$ cat config.mk
export PLATFORM = sky130hd
export DESIGN_NAME = mem_access_stage
export DESIGN_NICKNAME = d
export VERILOG_FILES = /design/src/rtl/mem_access_stage.sv
export SDC_FILE = /design/constraint.sdc
export NUM_CORES = 1
export LEC_CHECK = 0
export CAP_MARGIN = 0
export CORE_MARGIN = 10
export CORE_UTILIZATION = 47
export DETAILED_ROUTE_END_ITERATION = 6
export PLACE_DENSITY = 0.85
export SYNTH_ARGS = -nofsm -noshare
export SYNTH_HDL_FRONTEND = slang
export SYNTH_SLANG_ARGS = --single-unit
$ cat constraint.sdc
create_clock -name clk -period 5.19 [get_ports clk]
set_input_delay 1.038 -clock clk [delete_from_list [all_inputs] [get_ports clk]]
set_output_delay 1.038 -clock clk [all_outputs]
set_load 0.01 [all_outputs]
$ cat src/rtl/mem_access_stage.sv
// Memory-access stage: one instruction in flight, IDLE -> (MEM) -> WB; optional ack watchdog under MEM_TIMEOUT_EN.
// Latency: 1 cycle for non-memory/misaligned ops, ack+1 for loads/stores; stalls upstream until wb_ready.
`timescale 1ns/1ps
`ifndef LOAD
`define LOAD 5'd12
`endif
`ifndef STORE
`define STORE 5'd13
`endif

module mem_access_stage #(
  parameter int unsigned TIMEOUT_CYCLES = 255
) (
  input  logic        clk,
  input  logic        rst_n,
  input  logic        in_valid,
  output logic        in_ready,
  input  logic [4:0]  in_alufun,
  input  logic [2:0]  in_funct3,
  input  logic [31:0] in_alu_res,
  input  logic [31:0] in_store_data,
  input  logic [4:0]  in_rd,
  output logic        mem_req,
  output logic        mem_we,
  output logic [31:0] mem_addr,
  output logic [31:0] mem_wdata,
  output logic [3:0]  mem_wstrb,
  input  logic        mem_ack,
  input  logic [31:0] mem_rdata,
  output logic        wb_valid,
  input  logic        wb_ready,
  output logic        wb_we,
  output logic [4:0]  wb_rd,
  output logic [31:0] wb_data,
  output logic        misalign_err,
  output logic        bus_err
);

  if (TIMEOUT_CYCLES < 1 || TIMEOUT_CYCLES > 65535) begin : g_bad_timeout
    $error("TIMEOUT_CYCLES out of range 1..65535");
  end

  typedef enum logic [1:0] {S_IDLE, S_MEM, S_WB} state_t;

  state_t      state_q, state_d;
  logic [2:0]  funct3_q, funct3_d;
  logic [1:0]  lane_q, lane_d;
  logic        mem_req_q, mem_req_d;
  logic        mem_we_q, mem_we_d;
  logic [31:0] mem_addr_q, mem_addr_d;
  logic [31:0] mem_wdata_q, mem_wdata_d;
  logic [3:0]  mem_wstrb_q, mem_wstrb_d;
  logic        wb_valid_q, wb_valid_d;
  logic        wb_we_q, wb_we_d;
  logic [4:0]  wb_rd_q, wb_rd_d;
  logic [31:0] wb_data_q, wb_data_d;
  logic        misalign_q, misalign_d;

  logic        is_mem, is_store, acc_ok;
  logic [3:0]  st_wstrb;
  logic [31:0] st_wdata;
  logic [31:0] ld_byte_word, ld_half_word, ld_data;

`ifdef MEM_TIMEOUT_EN
  localparam logic [15:0] TMO_LAST = 16'(TIMEOUT_CYCLES - 1);
  logic [15:0] tmo_cnt_q, tmo_cnt_d;
  logic        bus_err_q, bus_err_d;
`endif

  always_comb begin
    is_mem   = (in_alufun == `LOAD) || (in_alufun == `STORE);
    is_store = (in_alufun == `STORE);

    // Unsupported widths (011/110/111) fall through to "not ok" and are reported as misaligned.
    case (in_funct3)
      3'b000, 3'b100: acc_ok = 1'b1;
      3'b001, 3'b101: acc_ok = ~in_alu_res[0];
      3'b010:         acc_ok = (in_alu_res[1:0] == 2'b00);
      default:        acc_ok = 1'b0;
    endcase

    case (in_funct3[1:0])
      2'b00:   begin st_wstrb = 4'b0001 << in_alu_res[1:0]; st_wdata = {4{in_store_data[7:0]}};  end
      2'b01:   begin st_wstrb = 4'b0011 << in_alu_res[1:0]; st_wdata = {2{in_store_data[15:0]}}; end
      default: begin st_wstrb = 4'b1111;                    st_wdata = in_store_data;            end
    endcase

    ld_byte_word = mem_rdata >> {lane_q, 3'b000};
    ld_half_word = mem_rdata >> {lane_q[1], 4'b0000};
    case (funct3_q)
      3'b000:  ld_data = {{24{ld_byte_word[7]}}, ld_byte_word[7:0]};
      3'b100:  ld_data = {24'd0, ld_byte_word[7:0]};
      3'b001:  ld_data = {{16{ld_half_word[15]}}, ld_half_word[15:0]};
      3'b101:  ld_data = {16'd0, ld_half_word[15:0]};
      default: ld_data = mem_rdata;
    endcase
  end

  always_comb begin
    state_d     = state_q;
    funct3_d    = funct3_q;
    lane_d      = lane_q;
    mem_req_d   = mem_req_q;
    mem_we_d    = mem_we_q;
    mem_addr_d  = mem_addr_q;
    mem_wdata_d = mem_wdata_q;
    mem_wstrb_d = mem_wstrb_q;
    wb_valid_d  = wb_valid_q;
    wb_we_d     = wb_we_q;
    wb_rd_d     = wb_rd_q;
    wb_data_d   = wb_data_q;
    misalign_d  = misalign_q;
`ifdef MEM_TIMEOUT_EN
    tmo_cnt_d   = tmo_cnt_q;
    bus_err_d   = bus_err_q;
`endif

    case (state_q)
      S_IDLE: begin
        if (in_valid) begin
          funct3_d = in_funct3;
          lane_d   = in_alu_res[1:0];
          wb_rd_d  = in_rd;
          if (is_mem && acc_ok) begin
            state_d     = S_MEM;
            mem_req_d   = 1'b1;
            mem_we_d    = is_store;
            mem_addr_d  = {in_alu_res[31:2], 2'b00};
            mem_wdata_d = is_store ? st_wdata : 32'd0;
            mem_wstrb_d = is_store ? st_wstrb : 4'b0000;
`ifdef MEM_TIMEOUT_EN
            tmo_cnt_d   = 16'd0;
`endif
          end else begin
            state_d    = S_WB;
            wb_valid_d = 1'b1;
            wb_data_d  = in_alu_res;
            misalign_d = is_mem;
            wb_we_d    = !is_mem && (in_rd != 5'd0);
          end
        end
      end
      S_MEM: begin
        if (mem_ack) begin
          state_d     = S_WB;
          mem_req_d   = 1'b0;
          mem_we_d    = 1'b0;
          mem_wstrb_d = 4'b0000;
          wb_valid_d  = 1'b1;
          wb_we_d     = !mem_we_q && (wb_rd_q != 5'd0);
          wb_data_d   = mem_we_q ? 32'd0 : ld_data;
          misalign_d  = 1'b0;
`ifdef MEM_TIMEOUT_EN
        end else if (tmo_cnt_q == TMO_LAST) begin
          state_d     = S_WB;
          mem_req_d   = 1'b0;
          mem_we_d    = 1'b0;
          mem_wstrb_d = 4'b0000;
          wb_valid_d  = 1'b1;
          wb_we_d     = 1'b0;
          wb_data_d   = 32'd0;
          bus_err_d   = 1'b1;
        end else begin
          tmo_cnt_d   = tmo_cnt_q + 16'd1;
`endif
        end
      end
      S_WB: begin
        if (wb_ready) begin
          state_d    = S_IDLE;
          wb_valid_d = 1'b0;
          wb_we_d    = 1'b0;
          misalign_d = 1'b0;
`ifdef MEM_TIMEOUT_EN
          bus_err_d  = 1'b0;
`endif
        end
      end
      default: state_d = S_IDLE;
    endcase
  end

  always_ff @(posedge clk) begin
    if (!rst_n) begin
      state_q     <= S_IDLE;
      funct3_q    <= 3'd0;
      lane_q      <= 2'd0;
      mem_req_q   <= 1'b0;
      mem_we_q    <= 1'b0;
      mem_addr_q  <= 32'd0;
      mem_wdata_q <= 32'd0;
      mem_wstrb_q <= 4'd0;
      wb_valid_q  <= 1'b0;
      wb_we_q     <= 1'b0;
      wb_rd_q     <= 5'd0;
      wb_data_q   <= 32'd0;
      misalign_q  <= 1'b0;
`ifdef MEM_TIMEOUT_EN
      tmo_cnt_q   <= 16'd0;
      bus_err_q   <= 1'b0;
`endif
    end else begin
      state_q     <= state_d;
      funct3_q    <= funct3_d;
      lane_q      <= lane_d;
      mem_req_q   <= mem_req_d;
      mem_we_q    <= mem_we_d;
      mem_addr_q  <= mem_addr_d;
      mem_wdata_q <= mem_wdata_d;
      mem_wstrb_q <= mem_wstrb_d;
      wb_valid_q  <= wb_valid_d;
      wb_we_q     <= wb_we_d;
      wb_rd_q     <= wb_rd_d;
      wb_data_q   <= wb_data_d;
      misalign_q  <= misalign_d;
`ifdef MEM_TIMEOUT_EN
      tmo_cnt_q   <= tmo_cnt_d;
      bus_err_q   <= bus_err_d;
`endif
    end
  end

  assign in_ready     = (state_q == S_IDLE);
  assign mem_req      = mem_req_q;
  assign mem_we       = mem_we_q;
  assign mem_addr     = mem_addr_q;
  assign mem_wdata    = mem_wdata_q;
  assign mem_wstrb    = mem_wstrb_q;
  assign wb_valid     = wb_valid_q;
  assign wb_we        = wb_we_q;
  assign wb_rd        = wb_rd_q;
  assign wb_data      = wb_data_q;
  assign misalign_err = misalign_q;
`ifdef MEM_TIMEOUT_EN
  assign bus_err      = bus_err_q;
`else
  assign bus_err      = 1'b0;
`endif

endmodule

-- Word level (Yosys, flattened, before mapping)
Index checks and enable logic that the tools add are counted.
- $lt $le $gt $ge: 0
- divide/modulo/power cells: 0
- $add $sub $neg: 0
- mux-type cells: 39
- bitwise operators: 1
- shift operators: 4
- multiply operators: 0
- eq/ne operators: 17
- reduce and logical (&&, ||, !) cells: 23
- operator list (operator ; count):
    32-bit 2-to-1 mux ; 5
    32-bit one-hot mux with 2 select lines ; 2
    32-bit one-hot mux with 4 select lines ; 1
    32-bit by 5-bit right shift with 16-bit output ; 1
    32-bit by 5-bit right shift with 8-bit output ; 1
    4-bit 2-to-1 mux ; 4
    4-bit one-hot mux with 2 select lines ; 2
    1-bit 2-to-1 mux ; 14
    3-bit == test (second input constant) ; 4
    1-bit one-hot mux with 3 select lines ; 4
    5-bit by 4-bit == test with 1-bit output (second input constant) ; 2
    5-bit nonzero test ; 2
    2-bit 2-to-1 mux ; 4
    2-bit != test (second input constant) ; 4
    4-bit AND reduction ; 2
    3-bit by 1-bit == test with 1-bit output (second input constant) ; 2
    2-bit zero test ; 3
    3-bit zero test ; 2
    2-bit one-hot mux with 3 select lines ; 1
    3-bit AND reduction ; 2
    5-bit AND reduction ; 1
    2-bit by 1-bit == test with 1-bit output (second input constant) ; 2
    1-bit one-hot mux with 2 select lines ; 2
    2-bit OR reduction ; 2
    12 further kinds ; 15
- flip-flop bits (word level): 115
- memory bits (writable): 0
- memories: 0
- logic and storage cells: 97
- latch bits: 0
- ROM bits: 0

-- Logic depth before layout (Yosys ltp)
Gate-level depths: netlist (run 1).
- depth in word-level cells: 7
- depth in mapped cells: 9
- depth with buffers taken out: 7

-- Worst setup path before layout (run 1)
OpenSTA, ideal clock, no wires.
- kind: input to register
- start point: in in_alu_res[1]
- end point: reg wb_data_q[22] (netlist: wb_data[22])
- required time: 5.067 ns
- stages on the path: 7
- library setup time: 0.123 ns
- arrival: 2.500 ns
- slack: 2.568 ns
- cell sequence: buf_6 o41ai_4 nand3_2 and3_1 buf_6 buf_8 a221o_2
- word-level cells in the longest chain between the ends: 5
- RTL lines (item ; line ; RTL):
    start, declared ; 20 ; input logic [31:0] in_alu_res,
    2-bit zero test ; 78 ; 3'b010: acc_ok = (in_alu_res[1:0] == 2'b00);
    1-bit one-hot mux with 3 select lines ; 75 ; case (in_funct3)
    1-bit logical AND ; 124 ; if (is_mem && acc_ok) begin
    2-bit != test (no line) ; -- ;
    4-bit AND reduction (no line) ; -- ;
    end signal, assigned ; 214 ; wb_data_q <= wb_data_d;
    end, declared ; 56 ; logic [31:0] wb_data_q, wb_data_d;
No other way between the ends.
A chain may end at the register's enable or synchronous reset.

-- Final worst setup path (run 1)
- start point: in in_alufun[4]
- end point: reg mem_wdata_q[2] (netlist: mem_wdata[2])
- word-level cells in the longest chain between the ends: 4
- elaborated cells on any way between the ends: 6
- RTL lines (item ; line ; RTL):
    start, declared ; 18 ; input logic [4:0] in_alufun,
    5-bit by 4-bit == test with 1-bit output (no line) ; -- ;
    1-bit logical OR ; 71 ; is_mem = (in_alufun == `LOAD) || (in_alufun == `STORE);
    1-bit logical AND ; 124 ;
    3-bit AND reduction (no line) ; -- ;
    end signal, assigned ; 209 ; mem_wdata_q <= mem_wdata_d;
    end, declared ; 51 ; logic [31:0] mem_wdata_q, mem_wdata_d;
Parallel ways exist; a longest one is shown, timed or not.

==> summary.md, run 1 <==
| Metric | Value |
|---|---|
| Status | complete, no violations |
| Yosys cell types | 50 |
| Hold crit path type | flip-flop to flip-flop |
| Syn-to-layout area delta | 49.80% |
| Syn Std Cell Area | 0.005623 sq mm |
| Layout cells sized above 1 | 0.07701 |
| CP startpoint | in_alufun[4] |
| Peak VDD IR | 0.2155 mV |
| TritonCTS clock tree | done |
| Adder-Cell Fraction of Synth Area | 0.008901 |
| Synth top area share | 0.4094 |
| Main combinational cell family by area after synthesis | compound AO/OA/AOI/OAI gates |
| First-pass GRT wire length | 32.02 mm |
| H-tree levels | 4 |
| Rows | 39 |
| Main synth FF type | dfxtp_1 |
| Avg Cell Area, Syn | 8.405 sq um |
| Post-route ant nets | 0 |
| Cell count after synthesis | 669 |
| Crit Path Max Fanout | 38 |
| Area taken by flip-flops and latches | 0.002302 sq mm |
| Finished Core Util | 0.7283 |
| Fin crit share | 0.6793 |
| Number of synthesized flops with an enable pin | 0 |
| DRT Wirelength | 21.01 mm |
| Ys Warns | 0 |
| Maximum number of pins on one net before global-route repair | 114 |
| Xor-xnor portion of the synthesized cell area | 0 |
| Final setup viols | 0 |
| Synth top area cells | dfxtp_1 (41%), nand2_1 (6.7%), a21boi_0 (6.5%) |
| Final Hold Vio Count | 0 |
| Clk Latency, worst-skew pair | 0.42 ns |
| Reg-to-Reg Start | lane_q[1] |
| Global Route Usage Sum | 0.2436 |
| Mux contribution to synthesized area | 0.05162 |
| Placed wire-length estimate | 15.39 mm |
| Sequential share of the synthesized area | 0.4094 |
| Core region area | 0.01156 sq mm |
| Chip height | 129.4 um |
| Post-synthesis compound-gate area fraction | 0.2514 |
| Root buffer cell | clkbuf_16 |
| Async set-reset flop share out of synthesis | 0 |
| Unrepaired setup endpoints after global routing | no |
| Fin nets | 976 |
| CP startpoint kind | input port |
| Cell Pwr Density | 307.3 mW/mm^2 |
| Via count | 5870 |
| Hold_buf cts | 0 |
| Vias in the first global route | 5931 |
| Power, Total | 2.588 mW |
| Placer congestion estimate | 0.9053 |
| Multi-input gate area | 0.003047 sq mm |
| DRC | 0 |
| Die Area | 0.01674 sq mm |
| Yosys top cell by area | dfxtp_1 |
| DP Cell Count | 982 |
| HP Start | mem_addr[2] |
| Setup bufs post-CTS | 0 |
| Post-CTS Resized | 0 |
| #FFs+latches synth | 115 |
| Initial antenna violation count | 1 |
| Clk slew on worst S/H paths | 0.06 ns |
| Ports | 226 |
| Setup CP Type | input port to flip-flop |
| Num CTS Buffers | 17 |
| CTS Sinks | 115 |
| Layout Cells excl Fill | 1015 |
| Vias per cell | 5.783 |
| Fillers | 872 |
| FF-to-FF path depth | 5 |
| Initial core utilization | 0.4862 |
| Leakage | 3.014 nW |
| FMAX | 0.2836 GHz |
| Clock Path Buffers | 2 |
| Simple-Gate Fraction of Synth Area | 0.2239 |
| Actual slew at the worst max-slew pin | 1.227 ns |
| Critical path data required time | 5.53 ns |
| Setup TNS Final | 0 ns |
| I/O Buffers | 222 |
| Die X | 129.4 um |
| Global route overflow | 0 |
| WL per Instance | 20.70 um |
| Hold path cells | 2 |
| Max-cap violations | 0 |
| Number of DRC markers in iteration 0 | 539 |
| Slew headroom | 0.1791 |
| Period minus WS final | 3.526 ns |
| Drt first pass iters | 7 |
| Arrival @ worst endpoint | 3.87 ns |
| CP endpoint kind | flip-flop |
| Clk_skew | 0.007849 ns |
| Max-slew violations | 0 |
==> layer usage <==
layer | vias up | GRT usage | routed length, um
li1 | 2754 | - | -
met1 | 2755 | 0.2607 | 7838
met2 | 317 | 0.3982 | 9870
met3 | 44 | 0.1240 | 2743
met4 | 0 | 0.1064 | 558
met5 | - | 0 | 0
==> cells in the final DEF, fill, tap and decap left out, types with 3 or more instances in the layout <==
master           synthesis  routed
nand3_1                  9       9
clkbuf_16                0      17
mux2_2                   8       8
clkdlybuf4s50_1          0     221
nand4_1                  4       4
a31oi_1                  4       4
buf_4                    5       5
bufinv_16                0       4
o31ai_1                  4       4
mux2i_1                 20      20
a221o_2                 16      16
a21oi_1                 51      51
a21boi_0                49      49
nor2b_1                 46      46
nand2_1                100     100
nor2_1                  16      15
o21ai_0                 27      27
ha_1                     4       4
nor3_1                  26      26
clkinv_2                 0       7
and3_1                  17      17
conb_1                   1       3
o2bb2ai_1                3       3
a221oi_1                 9       9
and2_1                   3       3
inv_1                    8       8
nand2b_1                20      20
dfxtp_1                115     115
a2bb2oi_1                7       7
o22ai_1                 13      13
o211ai_1                 9       9
==> registers in the layout (all words and copies together), names as in the netlist, 2 cells and up <==
signal and cells:
mem_addr 30, lane_q 2, mem_wstrb 4, funct3_q 3, wb_rd 5, wb_data 32
mem_wdata 32, state_q 2
==> final timing paths <==
check,end,slack (ns)
setup / recovery,mem_wdata[2],1.66
hold / removal,mem_addr[2],0.47
setup reg to reg,wb_data[23],2.40
hold reg to reg,mem_addr[2],0.47
==> worst max-delay path: stages <==
cell and delay [ns]:
clkdlybuf4s50_1 0.45, nor4bb_4 0.79, nand3_2 0.33, nor2_4 0.82, nand3_1 0.19, a21boi_0 0.23
==> power by group <==
part	internal (mW)	switching, mW
combinational	0.218	0.193
sequential	0.924	0.0330
clock	0.805	0.415
==> cell usage after synthesis (all sizes together), types with 3 or more instances <==
library cell,n
o21ai,27
and3,17
nand2,100
nand2b,20
a221oi,9
buf,15
nand3,10
o31ai,4
nor2b,46
o211ai,9
nor3,26
o22ai,13
a21boi,49
a31oi,4
a221o,16
o2bb2ai,3
nand4,4
ha,4
inv,8
a2bb2oi,7
dfxtp,115
nor2,16
mux2i,20
clkbuf,44
a21oi,51
and2,4
mux2,8
==> cell families (layout without fill, tap and decap cells) <==
| family | after synthesis | count (layout) |
|---|---|---|
| simple gates | 252 | 252 |
| compound gates | 202 | 202 |
| flops | 115 | 115 |
| buf+inv | 67 | 266 |
| mux | 28 | 28 |
| fa+ha+maj | 4 | 4 |
| other cells | 1 | 5 |
==> layout make-up <==
class | count | share of cell area
inverter | 8 | 0.003565
antenna | 2 | 0.0005942
sequential | 115 | 0.2733
clock buffer | 19 | 0.05258
clock inverter | 12 | 0.01931
multi-input combinational | 489 | 0.3617
tap | 143 | 0.02124
timing repair buffer | 227 | 0.2677
==> per-stage QoR <==
| stage | worst slack (ns) | area [sq um] | hold slack, ns |
|---|---|---|---|
| final | 1.664 | 8423 | 0.4650 |
| after global routing | 1.400 | 8418 | 0.4843 |
| after CTS | 1.697 | 8418 | 0.4687 |
| after detailed placement | 1.267 | 7812 | 0.4506 |
| after global placement | 1.442 | 7812 | 0.4471 |
| after floorplan | 2.568 | 5630 | 0.4590 |
(Power assumes the default switching activity.)
==> inputs of run 2 (changes only) <==
- CORE_UTILIZATION: 47 -> 44
- PLACE_DENSITY: 0.85 -> 0.8
- clock period: 5.19 -> 3.4 ns (I/O delays scaled with it)
==> summary.md, run 2 (synthesis results as in run 1) <==
| Metric | Value |
|---|---|
| Peak VDD IR | 0.2553 mV (was 0.2155 mV) |
| Chip height | 133.0 um (was 129.4 um) |
| Initial antenna violation count | 0 (was 1) |
| Finished Core Util | 0.6792 (was 0.7283) |
| Hold path cells | 2 (unchanged) |
| Final setup viols | 0 (unchanged) |
| I/O Buffers | 222 (unchanged) |
| CTS Sinks | 115 (unchanged) |
| Placer congestion estimate | 0.8831 (was 0.9053) |
| Global Route Usage Sum | 0.2372 (was 0.2436) |
| Clk Latency, worst-skew pair | 0.42 ns (about the same) |
| Hold_buf cts | 0 (unchanged) |
| Setup bufs post-CTS | 0 (unchanged) |
| Setup TNS Final | 0 ns (unchanged) |
| DRT Wirelength | 21.43 mm (was 21.01 mm) |
| Hold crit path type | flip-flop to flip-flop (unchanged) |
| Number of DRC markers in iteration 0 | 509 (was 539) |
| CP startpoint kind | input port (unchanged) |
| Crit Path Max Fanout | 16 (was 38) |
| Clk_skew | 0.01138 ns (was 0.007849 ns) |
| Actual slew at the worst max-slew pin | 1.112 ns (was 1.227 ns) |
| Arrival @ worst endpoint | 3.07 ns (was 3.87 ns) |
| DRC | 0 (unchanged) |
| Unrepaired setup endpoints after global routing | no (unchanged) |
| Fin crit share | 0.7983 |
| Core region area | 0.01257 sq mm (was 0.01156 sq mm) |
| Max-cap violations | 0 (unchanged) |
| Max-slew violations | 0 (unchanged) |
| Clk slew on worst S/H paths | 0.05 ns (was 0.06 ns) |
| Worst-path cell with the longest stage delay | nor2_1 (was nor2_4) |
| Setup CP Type | input port to flip-flop (unchanged) |
| Period minus WS final | 2.714 ns |
| Most common cell after layout, fill and taps aside | clkdlybuf4s50_1 (unchanged) |
| Ports | 226 (unchanged) |
| Final Hold Vio Count | 0 (unchanged) |
| Most frequent cells in the layout | clkdlybuf4s50_1 (221), dfxtp_1 (115), nand2_1 (100), a21oi_1 (51), a21boi_0 (49) (unchanged) |
| Post-route ant nets | 0 (unchanged) |
| Global route overflow | 0 (unchanged) |
| Area taken by flip-flops and latches | 0.002302 sq mm (unchanged) |
| First-pass GRT wire length | 33.50 mm (was 32.02 mm) |
| Leakage | 3.066 nW (was 3.014 nW) |
| Rows | 41 (was 39) |
| Clock Path Buffers | 2 (unchanged) |
| Drt first pass iters | 6 (was 7) |
| Max incr delay on CP | 0.85 ns (was 0.82 ns) |
| TritonCTS clock tree | done (unchanged) |
| FF-to-FF path depth | 7 (was 5) |
| Multi-input gate area | 0.003047 sq mm (unchanged) |
| Via count | 5896 (was 5870) |
| Vias per cell | 5.610 (was 5.783) |
| Placed wire-length estimate | 16.25 mm (was 15.39 mm) |
| Crit-path cells | clkdlybuf4s50_1 -> nand2_1 -> nand4_1 -> nand4_1 -> nor2_1 -> a221o_2 (was clkdlybuf4s50_1 -> nor4bb_4 -> nand3_2 -> nor2_4 -> nand3_1 -> a21boi_0) |
| Post-CTS Resized | 0 (unchanged) |
| Status | complete, no violations (unchanged) |
| Maximum number of pins on one net before global-route repair | 64 (was 114) |
| Cell Pwr Density | 468.5 mW/mm^2 (was 307.3 mW/mm^2) |
| H-tree levels | 4 (unchanged) |
| Die X | 133.0 um (was 129.4 um) |
| Root buffer cell | clkbuf_16 (unchanged) |
| Critical path data required time | 3.76 ns (was 5.53 ns) |
| Slew headroom | 0.2559 (was 0.1791) |
| Num CTS Buffers | 17 (unchanged) |
| CP endpoint kind | flip-flop (unchanged) |
| Ant diodes | 0 (was 2) |
| Vias in the first global route | 5925 (was 5931) |
| FMAX | 0.3684 GHz |
| Fillers | 1013 (was 872) |
| Fin nets | 984 (was 976) |
| Syn-to-layout area delta | 51.82% (was 49.80%) |
| Layout cells sized above 1 | 0.08532 (was 0.07701) |
| WL per Instance | 20.39 um (was 20.70 um) |
| Most common cell on crit path | nand4_1 |
| Initial core utilization | 0.4474 (was 0.4862) |
| Die Area | 0.01770 sq mm (was 0.01674 sq mm) |
-- run 2: critical path, delay by kind of cell --
kind,cells,cell delay (ns)
simple gates,4,1.39
buf+inv,1,0.69
compound gates,1,0.31
-- run 2: through the flow --
step / setup slack (ns) / power (mW) / instance area (sq um) / hold slack (ns) / cells
finish: 0.6857 / 3.999 / 8537 / 0.4643 / 1051
global route: 0.5487 / 4.136 / 8537 / 0.4843 / 1051
CTS: 0.7198 / 4.014 / 8537 / 0.4646 / 1051
detailed placement: 0.3155 / 2.118 / 7909 / 0.4573 / 1019
global placement: 0.3935 / 2.104 / 7909 / 0.4474 / 1019
floorplan: 1.136 / 1.773 / 5630 / 0.4590 / 671
-- run 2: final timing paths --
check                           slack (ns)           from            to
worst min register to register        0.46   mem_addr[11]  mem_addr[11]
worst max-delay path                  0.69  in_alu_res[0]   wb_data[28]
worst max register to register        0.94     state_q[0]   wb_data[28]
worst min-delay path                  0.46   mem_addr[11]  mem_addr[11]
-- run 2: power by group --
group	switching [mW]	leakage, nW	internal (mW)
Combinational	0.303	1.82	0.337
Clock	0.625	0.314	1.28
Sequential	0.0461	0.935	1.41
Total	0.974	3.07	3.03
-- run 2: routing by layer --
metal | routed length (um) | GRT usage | vias to the layer above
met5 | 0 | 0 | -
met4 | 545 | 0.09352 | 0
li1 | - | - | 2789
met3 | 2157 | 0.08554 | 39
met2 | 10140 | 0.3871 | 285
met1 | 8582 | 0.2768 | 2783
-- run 2: cell type report --
class	count	area share
inverters	8	0.003518
repair buffers	235	0.2711
clock inverters	10	0.01803
flip-flops and latches	115	0.2697
multi-input cells	489	0.3569
clock buffers	22	0.05555
well taps	172	0.02521
